==> config.mk <==
export PLATFORM = sky130hd
export DESIGN_NAME = deser_frame_unit
export DESIGN_NICKNAME = d
export VERILOG_FILES = /design/src/rtl/uart_rx_pkg.sv /design/src/rtl/deser_bit_counter.sv /design/src/rtl/deser_frame_unit.sv
export SDC_FILE = /design/constraint.sdc
export NUM_CORES = 1
export LEC_CHECK = 0
export ABC_CLOCK_PERIOD_IN_PS = 3550
export BUFFER_PORTS_ARGS = -buffer_cell sky130_fd_sc_hd__buf_2
export CORE_MARGIN = 3
export CORE_UTILIZATION = 55
export DETAILED_ROUTE_END_ITERATION = 10
export GPL_TIMING_DRIVEN = 0
export PLACE_DENSITY = 0.79
export SKIP_LAST_GASP = 1
export SLEW_MARGIN = 20
export SYNTH_ARGS = -nofsm -noshare
export SYNTH_HDL_FRONTEND = slang
export SYNTH_HIERARCHICAL = 1
export SYNTH_SLANG_ARGS = --single-unit
==> constraint.sdc <==
create_clock -name CLK -period 3.55 [get_ports CLK]
set_input_delay 0.355 -clock CLK [delete_from_list [all_inputs] [get_ports CLK]]
set_output_delay 0.355 -clock CLK [all_outputs]
set_load 0.05 [all_outputs]
==> src/rtl/uart_rx_pkg.sv <==
// Shared UART receive-path definitions: default word width, counter width helper, bit-order codes.
// Latency: n/a (types and constants only).
// Backpressure: n/a.
package uart_rx_pkg;

  localparam int DATA_WIDTH_DEF = 8;

  // Bit-order encoding carried on msb_first.
  localparam logic BIT_ORDER_LSB = 1'b0;
  localparam logic BIT_ORDER_MSB = 1'b1;

  // Frame collection phase, decoded from the bit counter.
  typedef enum logic {
    ST_IDLE    = 1'b0,
    ST_COLLECT = 1'b1
  } deser_state_t;

  // Width needed to count 0..dw inclusive.
  function automatic int cnt_w(input int dw);
    return $clog2(dw + 1);
  endfunction

endpackage

==> src/rtl/deser_bit_counter.sv <==
// Frame bit counter: counts accepted bits, latches the frame length on the first bit, flags the last bit.
// Latency: bit_cnt registered (updates on the accepting edge); last_bit is combinational for the same edge.
// Backpressure: none; advances only when accept is high, clear wins over accept.
//
// Ports:
//   CLK, RST      clock, async active-low reset
//   clear         synchronous abort, forces the count to 0
//   accept        a bit is taken this cycle
//   frame_len     requested length, sampled only when a frame starts
//   bit_cnt       bits accepted so far in the current frame
//   last_bit      this cycle's accepted bit completes the frame
module deser_bit_counter
  import uart_rx_pkg::*;
#(
  parameter int DATA_WIDTH = DATA_WIDTH_DEF,
  parameter int CNT_W      = cnt_w(DATA_WIDTH)
) (
  input  logic             CLK,
  input  logic             RST,
  input  logic             clear,
  input  logic             accept,
  input  logic [CNT_W-1:0] frame_len,
  output logic [CNT_W-1:0] bit_cnt,
  output logic             last_bit
);

  localparam logic [CNT_W-1:0] MAX_LEN = CNT_W'(DATA_WIDTH);

  logic [CNT_W-1:0] len_q;
  logic [CNT_W-1:0] len_fix;
  logic [CNT_W-1:0] len_eff;
  logic [CNT_W-1:0] cnt_inc;
  logic             cnt_idle;

  always_comb begin
    // Out-of-range lengths fall back to the full word width.
    len_fix  = ((frame_len == '0) || (frame_len > MAX_LEN)) ? MAX_LEN : frame_len;
    cnt_idle = (bit_cnt == '0);
    // The first bit must compare against the fresh length, since len_q
    // is only loaded on that same edge (this is what lets len 1 finish at once).
    len_eff  = cnt_idle ? len_fix : len_q;
    cnt_inc  = bit_cnt + CNT_W'(1);
    last_bit = accept && !clear && (cnt_inc == len_eff);
  end

  always_ff @(posedge CLK or negedge RST) begin
    if (!RST) begin
      bit_cnt <= '0;
      len_q   <= MAX_LEN;
    end else if (clear) begin
      bit_cnt <= '0;
    end else if (accept) begin
      if (cnt_idle) begin
        len_q <= len_fix;
      end
      bit_cnt <= last_bit ? '0 : cnt_inc;
    end
  end

endmodule

==> src/rtl/deser_frame_unit.sv <==
// Serial-to-parallel deserializer with run-time frame length and bit order, atomic word output with even parity.
// Latency: P_DATA/par_bit/data_valid registered, valid the cycle after the edge accepting the last bit.
// Backpressure: none; one bit per deser_en cycle, deser_en low holds all state, clear aborts the frame.
//
// Ports:
//   CLK, RST      clock, async active-low reset
//   deser_en      sampled_bit is taken this cycle
//   sampled_bit   serial data bit
//   frame_len     bits per frame (0 or >DATA_WIDTH means DATA_WIDTH), latched at frame start
//   msb_first     bit order, latched at frame start
//   clear         synchronous abort of the frame in progress
//   P_DATA        last completed word, right-aligned, zero-extended
//   data_valid    one-cycle strobe when P_DATA updates
//   par_bit       XOR of the bits of P_DATA
//   busy          frame in progress
//   bit_cnt       bits accepted in the current frame
module deser_frame_unit
  import uart_rx_pkg::*;
#(
  parameter int DATA_WIDTH = DATA_WIDTH_DEF,
  parameter int CNT_W      = cnt_w(DATA_WIDTH)
) (
  input  logic                  CLK,
  input  logic                  RST,
  input  logic                  deser_en,
  input  logic                  sampled_bit,
  input  logic [CNT_W-1:0]      frame_len,
  input  logic                  msb_first,
  input  logic                  clear,
  output logic [DATA_WIDTH-1:0] P_DATA,
  output logic                  data_valid,
  output logic                  par_bit,
  output logic                  busy,
  output logic [CNT_W-1:0]      bit_cnt
);

  logic                  last_bit;
  deser_state_t          state;
  logic [DATA_WIDTH-1:0] sh;
  logic [DATA_WIDTH-1:0] sh_nxt;
  logic [DATA_WIDTH-1:0] bit_ext;
  logic                  par_acc;
  logic                  par_nxt;
  logic                  order_q;
  logic                  order_nxt;

  deser_bit_counter #(
    .DATA_WIDTH (DATA_WIDTH),
    .CNT_W      (CNT_W)
  ) u_cnt (
    .CLK       (CLK),
    .RST       (RST),
    .clear     (clear),
    .accept    (deser_en),
    .frame_len (frame_len),
    .bit_cnt   (bit_cnt),
    .last_bit  (last_bit)
  );

  // The bit counter is the state register; the phase is a pure decode of it.
  always_comb begin
    state = (bit_cnt == '0) ? ST_IDLE : ST_COLLECT;
    busy  = (state == ST_COLLECT);
  end

  always_comb begin
    sh_nxt    = sh;
    par_nxt   = par_acc;
    order_nxt = order_q;
    bit_ext   = {{(DATA_WIDTH-1){1'b0}}, sampled_bit};
    if (clear) begin
      sh_nxt  = '0;
      par_nxt = 1'b0;
    end else if (deser_en) begin
      case (state)
        ST_IDLE: begin
          order_nxt = msb_first;
          sh_nxt    = bit_ext;
          par_nxt   = sampled_bit;
        end
        default: begin
          // LSB-first: bit k lands at position k; the register above k is
          // still zero, so an OR places it without a variable-index write.
          if (order_q == BIT_ORDER_MSB) begin
            sh_nxt = {sh[DATA_WIDTH-2:0], sampled_bit};
          end else begin
            sh_nxt = sh | (bit_ext << bit_cnt);
          end
          par_nxt = par_acc ^ sampled_bit;
        end
      endcase
    end
  end

  always_ff @(posedge CLK or negedge RST) begin
    if (!RST) begin
      sh         <= '0;
      par_acc    <= 1'b0;
      order_q    <= BIT_ORDER_LSB;
      P_DATA     <= '0;
      par_bit    <= 1'b0;
      data_valid <= 1'b0;
    end else begin
      sh         <= sh_nxt;
      par_acc    <= par_nxt;
      order_q    <= order_nxt;
      data_valid <= last_bit;
      // Whole word and parity move together, including the final bit.
      if (last_bit) begin
        P_DATA  <= sh_nxt;
        par_bit <= par_nxt;
      end
    end
  end

endmodule

; ---- Word level (Yosys, flattened, before mapping)
; Cells that the tools add are included.
[word_totals]
register_bits = 28
input_bits = 10
out_inout_bits = 15
[op_classes]
add_sub_neg = 1
order_cmp = 1
eq_ne = 1
shifts = 1
mux = 13
bitwise = 3
reduce_logical = 9
[op_table]
columns = cell, count
row1 = $mux W8, 4
row2 = $mux W4, 5
row3 = $logic_not A4 Y1, 2
row4 = $or A8 B8 Y8, 1
row5 = $shl A1 B4 Y8, 1
row6 = $add A4 B1 Y4 const B, 1
row7 = $eq A4 B4 Y1, 1
row8 = $gt A4 B4 Y1 const B, 1
row9 = $mux W1, 4
row10 = $reduce_and A3 Y1, 1
row11 = $logic_and A1 B1 Y1, 2
row12 = $reduce_and A2 Y1, 1
row13 = $reduce_bool A2 Y1, 1
row14 = $logic_not A1 Y1, 1
row15 = $logic_or A1 B1 Y1, 1
row16 = $not A1 Y1, 1
row17 = $xor A1 B1 Y1, 1

; ---- Longest topological paths before layout
[depth]
depth_word = 9
depth_mapped = 12
mapped_depth_nobuf = 10

; ---- Hierarchy
; Netlist, hierarchy kept.
[by_module_without_submodules]
columns = mod, instances, cells_per_inst, area_per_inst_um2
row1 = deser_frame_unit, 1, 97, 960.9
row2 = deser_bit_counter, 1, 64, 586.8

; ---- Worst setup path before layout
; OpenSTA, ideal clock, no wires.
[synth_path]
kind = register to register
startpoint = reg u_cnt.bit_cnt[0]
endpoint = reg P_DATA[0]
setup_time_ns = 0.084
arrival_time_ns = 3.184
setup_slack_ns = 0.282
stages_incl_launch_ff = 13
synth_period_minus_slack_ns = 3.268
cell_sequence = dfrtp_1 > buf_2 > inv_1 > ha_1 > nor4_1 > o2bb2ai_1 > o221ai_1 > a22oi_2 > nor2b_1 > buf_1 > clkbuf_1 > nor2_1 > a41oi_2
[synth_between]
elab_cells_between_ends = 11
cone_classes = add/sub: 1 / eq/ne: 1 / shift: 1 / mux: 5 / bitwise: 1 / reduce/logical: 2
[synth_lines]
columns = element, line_no
row1 = from (decl), deser_bit_counter.sv:23  ; output logic [CNT_W-1:0] bit_cnt,
row2 = from (signal assigned), deser_bit_counter.sv:56  ; bit_cnt <= last_bit ? '0 : cnt_inc;
row3 = "parallel branches: the longest is 2 deep, another holds $add A4 B1 Y4", -
row4 = $eq A4 B4 Y1 (*), deser_bit_counter.sv:43  ; last_bit = accept && !clear && (cnt_inc == len_eff);
row5 = $logic_and A1 B1 Y1 (*), deser_bit_counter.sv:43
row6 = net last_bit, deser_frame_unit.sv:37  ; logic last_bit;
row7 = to (signal assigned), deser_frame_unit.sv:110  ; P_DATA <= sh_nxt;
row8 = to (decl), deser_frame_unit.sv:30  ; output logic [DATA_WIDTH-1:0] P_DATA,
; Mark *: on every way through the listed nets, which the timed path passes.
; A chain may end at the register's enable or synchronous reset.

; ---- Final worst setup path
; Same ends and word-level chain as after synthesis.

==> summary.md <==
| Metric | Value |
|---|---|
| Outcome | finished clean |
| Port bufs | 24 |
| Cell Area, Placed | 1710 sq um |
| CP required | 3.82 ns |
| Setup bufs post-CTS | 0 |
| Row count | 18 |
| Core box area | 2570 sq um |
| Yosys reg bits | 28 |
| Vias per Instance | 6.04 |
| Post-Place Cells | 215 |
| ANT cells | 0 |
| Slew headroom | 0.595 |
| Met2 wire len | 1.43 mm |
| Initial Utilization | 0.603 |
| Slew Limit Fails | 0 |
| CTS tree | done |
| Gr ovfl total | 0 |
| H-tree depth | 1 |
| CP Class | flop to flop |
| CTS resizes | 1 |
| Final Cell Area | 1740 sq um |
| Mapped Area | 1550 sq um |
| Final setup fails | 0 |
| Uppermost layer routed | met4 |
| Leakage | 0.000778 uW |
| Sequential fraction of the synthesis area | 0.454 |
| DIE AREA | 3490 sq um |
| Crit path arrival time | 3.49 ns |
| Area Overhead vs Synth | 12.1% |
| I/O pin total | 25 |
| 1st-iter DRT viols | 43 |
| DR DRC count | 0 |
| Drt wl/cell | 14.6 um |
| Gr usage total | 0.204 |
| CTS Buf Count | 3 |
| Final Util | 0.676 |
| CTS root buffer | clkbuf_4 |
| Hold Violations, Final | 0 |
| Setup TNS Final | 0 ns |
| DP HPWL | 2.33 mm |
| DRT Wirelength | 3.20 mm |
| Metal-1 WL | 1.58 mm |
| Mean Syn Cell Area | 9.61 sq um |
| Final critical-path required period | 3.22 ns |
| Antenna Nets Post-Route | 0 |
| Fill cells | 210 |
| CP max FO | 10 |
| Net count after synthesis | 173 |
| CTS Buffer Depth | 2 |
| Final Cycle Share | 0.907 |
| Top FF cell, synth | dfrtp_1 |
| Skew-Pair Late Insertion Delay | 0.33 ns |
| Global placement routability congestion | 0.787 |
| Fmax | 311 MHz |
| Number of synthesized flops with an enable pin | 0 |
| Initial antenna violation count | 0 |
| Proportion of layout cells with a drive suffix above 1 | 0.238 |
| DIE WIDTH | 59.0 um |
| Drt first pass iters | 5 |
| Async set or reset register ratio after synthesis | 1.00 |
| Cells after Synth | 161 |
| Vias | 1323 |
| Hold buffers post-CTS | 0 |
| Clock transition at path regs | 0.15 ns |
| Worst hold-check path type | primary input to async pin |
| Reg-to-Reg End | P_DATA[0]$_DFFE_PN0P_ |
| Metal3 WL | 133 um |
| Pin count of the biggest net entering global routing | 29 |
| PD cells | 614 nW/um^2 |
| Worst r2r src | u_cnt/bit_cnt[0]$_DFFE_PN0P_ |
| Die Ht | 59.0 um |
| Layout Cells excl Fill | 219 |
| Setup crit end kind | flop |
| First-pass GRT wire length | 5.57 mm |
| R2R depth | 12 |
| Max-Cap Viols | 0 |
| Slew @ Worst Pin | 0.608 ns |
| VDD IR max | 502 uV |
| Reg2reg setup slack | 0.33 ns |
| Critical path startpoint category | flop |
| Number of clock sinks | 28 |
| Final nets | 202 |
| RSZ-0062 raised after global routing | no |
| Vias in the first global route | 1264 |
| Yosys warns | 6 |
| Distinct cell type count of the synthesized netlist | 45 |
| Final setup skew | 0.0105 ns |
==> cells in the mapped netlist, types with 2 or more instances <==
cell type  number  area share
nor2b_1         3       0.012
buf_2           4       0.013
ha_1            2       0.016
nor3_1          9       0.029
a311oi_1        2       0.011
nand2_1         8       0.019
nand3_1         3      0.0097
dfrtp_1        27        0.44
a21oi_1         4       0.013
o21ai_0        13       0.042
nand2b_1        7       0.028
nor2_1         15       0.036
mux2_2          2       0.015
o32ai_1         9       0.051
xnor2_1         4       0.023
a211oi_1        6       0.029
nand3b_1        2      0.0097
inv_1          11       0.027
clkbuf_1        3      0.0073
nor3b_1         2      0.0097
==> stage by stage <==
stage	hold WS, ns	power (uW)	worst slack [ns]
final	0.00804	1070	0.331
after CTS	0.0261	1070	0.123
after global routing	0.0296	1130	0.0364
after floorplan	0.0594	821	0.282
after detailed placement	0.396	937	-0.0343
after global placement	0.396	928	0.0961
==> state kept, by name, summed over array words and instances (netlist names) <==
name / cells
u_cnt/bit_cnt: 4
u_cnt/len_q: 4
par_bit: 1
P_DATA: 8
sh: 8
par_acc: 1
order_q: 1
data_valid: 1
==> power by group <==
part	switching (uW)	internal [uW]
Sequential	47.2	397
Combinational	352	135
Clock	90.5	44.1
Total	489	577
==> how the worst max path moves through the flow <==
stage,from,end,cells after the start
after floorplan,u_cnt/bit_cnt[0]$_DFFE_PN0P_,P_DATA[0]$_DFFE_PN0P_,12
after global placement,u_cnt/bit_cnt[0]$_DFFE_PN0P_,P_DATA[0]$_DFFE_PN0P_,12
final,u_cnt/bit_cnt[0]$_DFFE_PN0P_,P_DATA[0]$_DFFE_PN0P_,12
after detailed placement,u_cnt/bit_cnt[0]$_DFFE_PN0P_,P_DATA[0]$_DFFE_PN0P_,12
after global routing,u_cnt/bit_cnt[0]$_DFFE_PN0P_,P_DATA[0]$_DFFE_PN0P_,12
after CTS,u_cnt/bit_cnt[0]$_DFFE_PN0P_,P_DATA[0]$_DFFE_PN0P_,12
==> final cells by class <==
type                            instances  area (sq um)  area share
Buffer                                  8          37.5      0.0216
Clock buffer                            4          26.3      0.0151
Inverter                               11          41.3      0.0238
Multi-Input combinational cell        114           769       0.443
Sequential cell                        28           703       0.405
Tap cell                               30          37.5      0.0216
Timing Repair Buffer                   24           120      0.0692
==> cell usage in the layout, fill, tap and decap left out, types with 2 or more instances in the layout <==
cell,count
mux2_2,2
nor2b_1,3
a21oi_1,4
nand3_1,3
nor3b_1,2
ha_1,2
xnor2_1,4
a211oi_1,6
nand2b_1,7
dfrtp_1,26
clkbuf_4,3
clkbuf_1,3
nor2_1,15
o32ai_1,9
clkbuf_2,2
nand3b_1,2
buf_2,28
nand2_1,8
o21ai_0,13
inv_1,11
a311oi_1,2
nor3_1,9
==> routing by layer <==
layer / up-vias / track usage
met2: 33 / 0.322
met4: 0 / 0.0777
met3: 7 / 0.0283
li1: 654 / -
met5: - / 0
met1: 629 / 0.285
==> cells by family (layout without fill, tap and decap cells) <==
logic type / count (synthesis) / after routing / share of synthesized area
flip-flops: 28 / 28 / 0.454
XOR/XNOR: 5 / 5 / 0.0283
buffers and inverters: 19 / 47 / 0.0493
AO/OA/AOI/OAI: 45 / 45 / 0.217
multiplexers: 3 / 3 / 0.0210
adder cells (fa/ha/maj): 2 / 2 / 0.0162
AND/OR/NAND/NOR: 59 / 59 / 0.214
==> worst max-delay path, stage by stage (launching register included) <==
cell and delay (ns):
dfrtp_2 0.48, buf_2 0.23, inv_1 0.08, ha_1 0.37
nor4_1 0.31, o2bb2ai_1 0.15, o221ai_1 0.20, a22oi_2 0.35
nor2b_1 0.23, clkbuf_2 0.26, clkbuf_2 0.28, nor2_1 0.09
a41oi_2 0.14
Note: power is estimated with default switching activity, not from simulation.
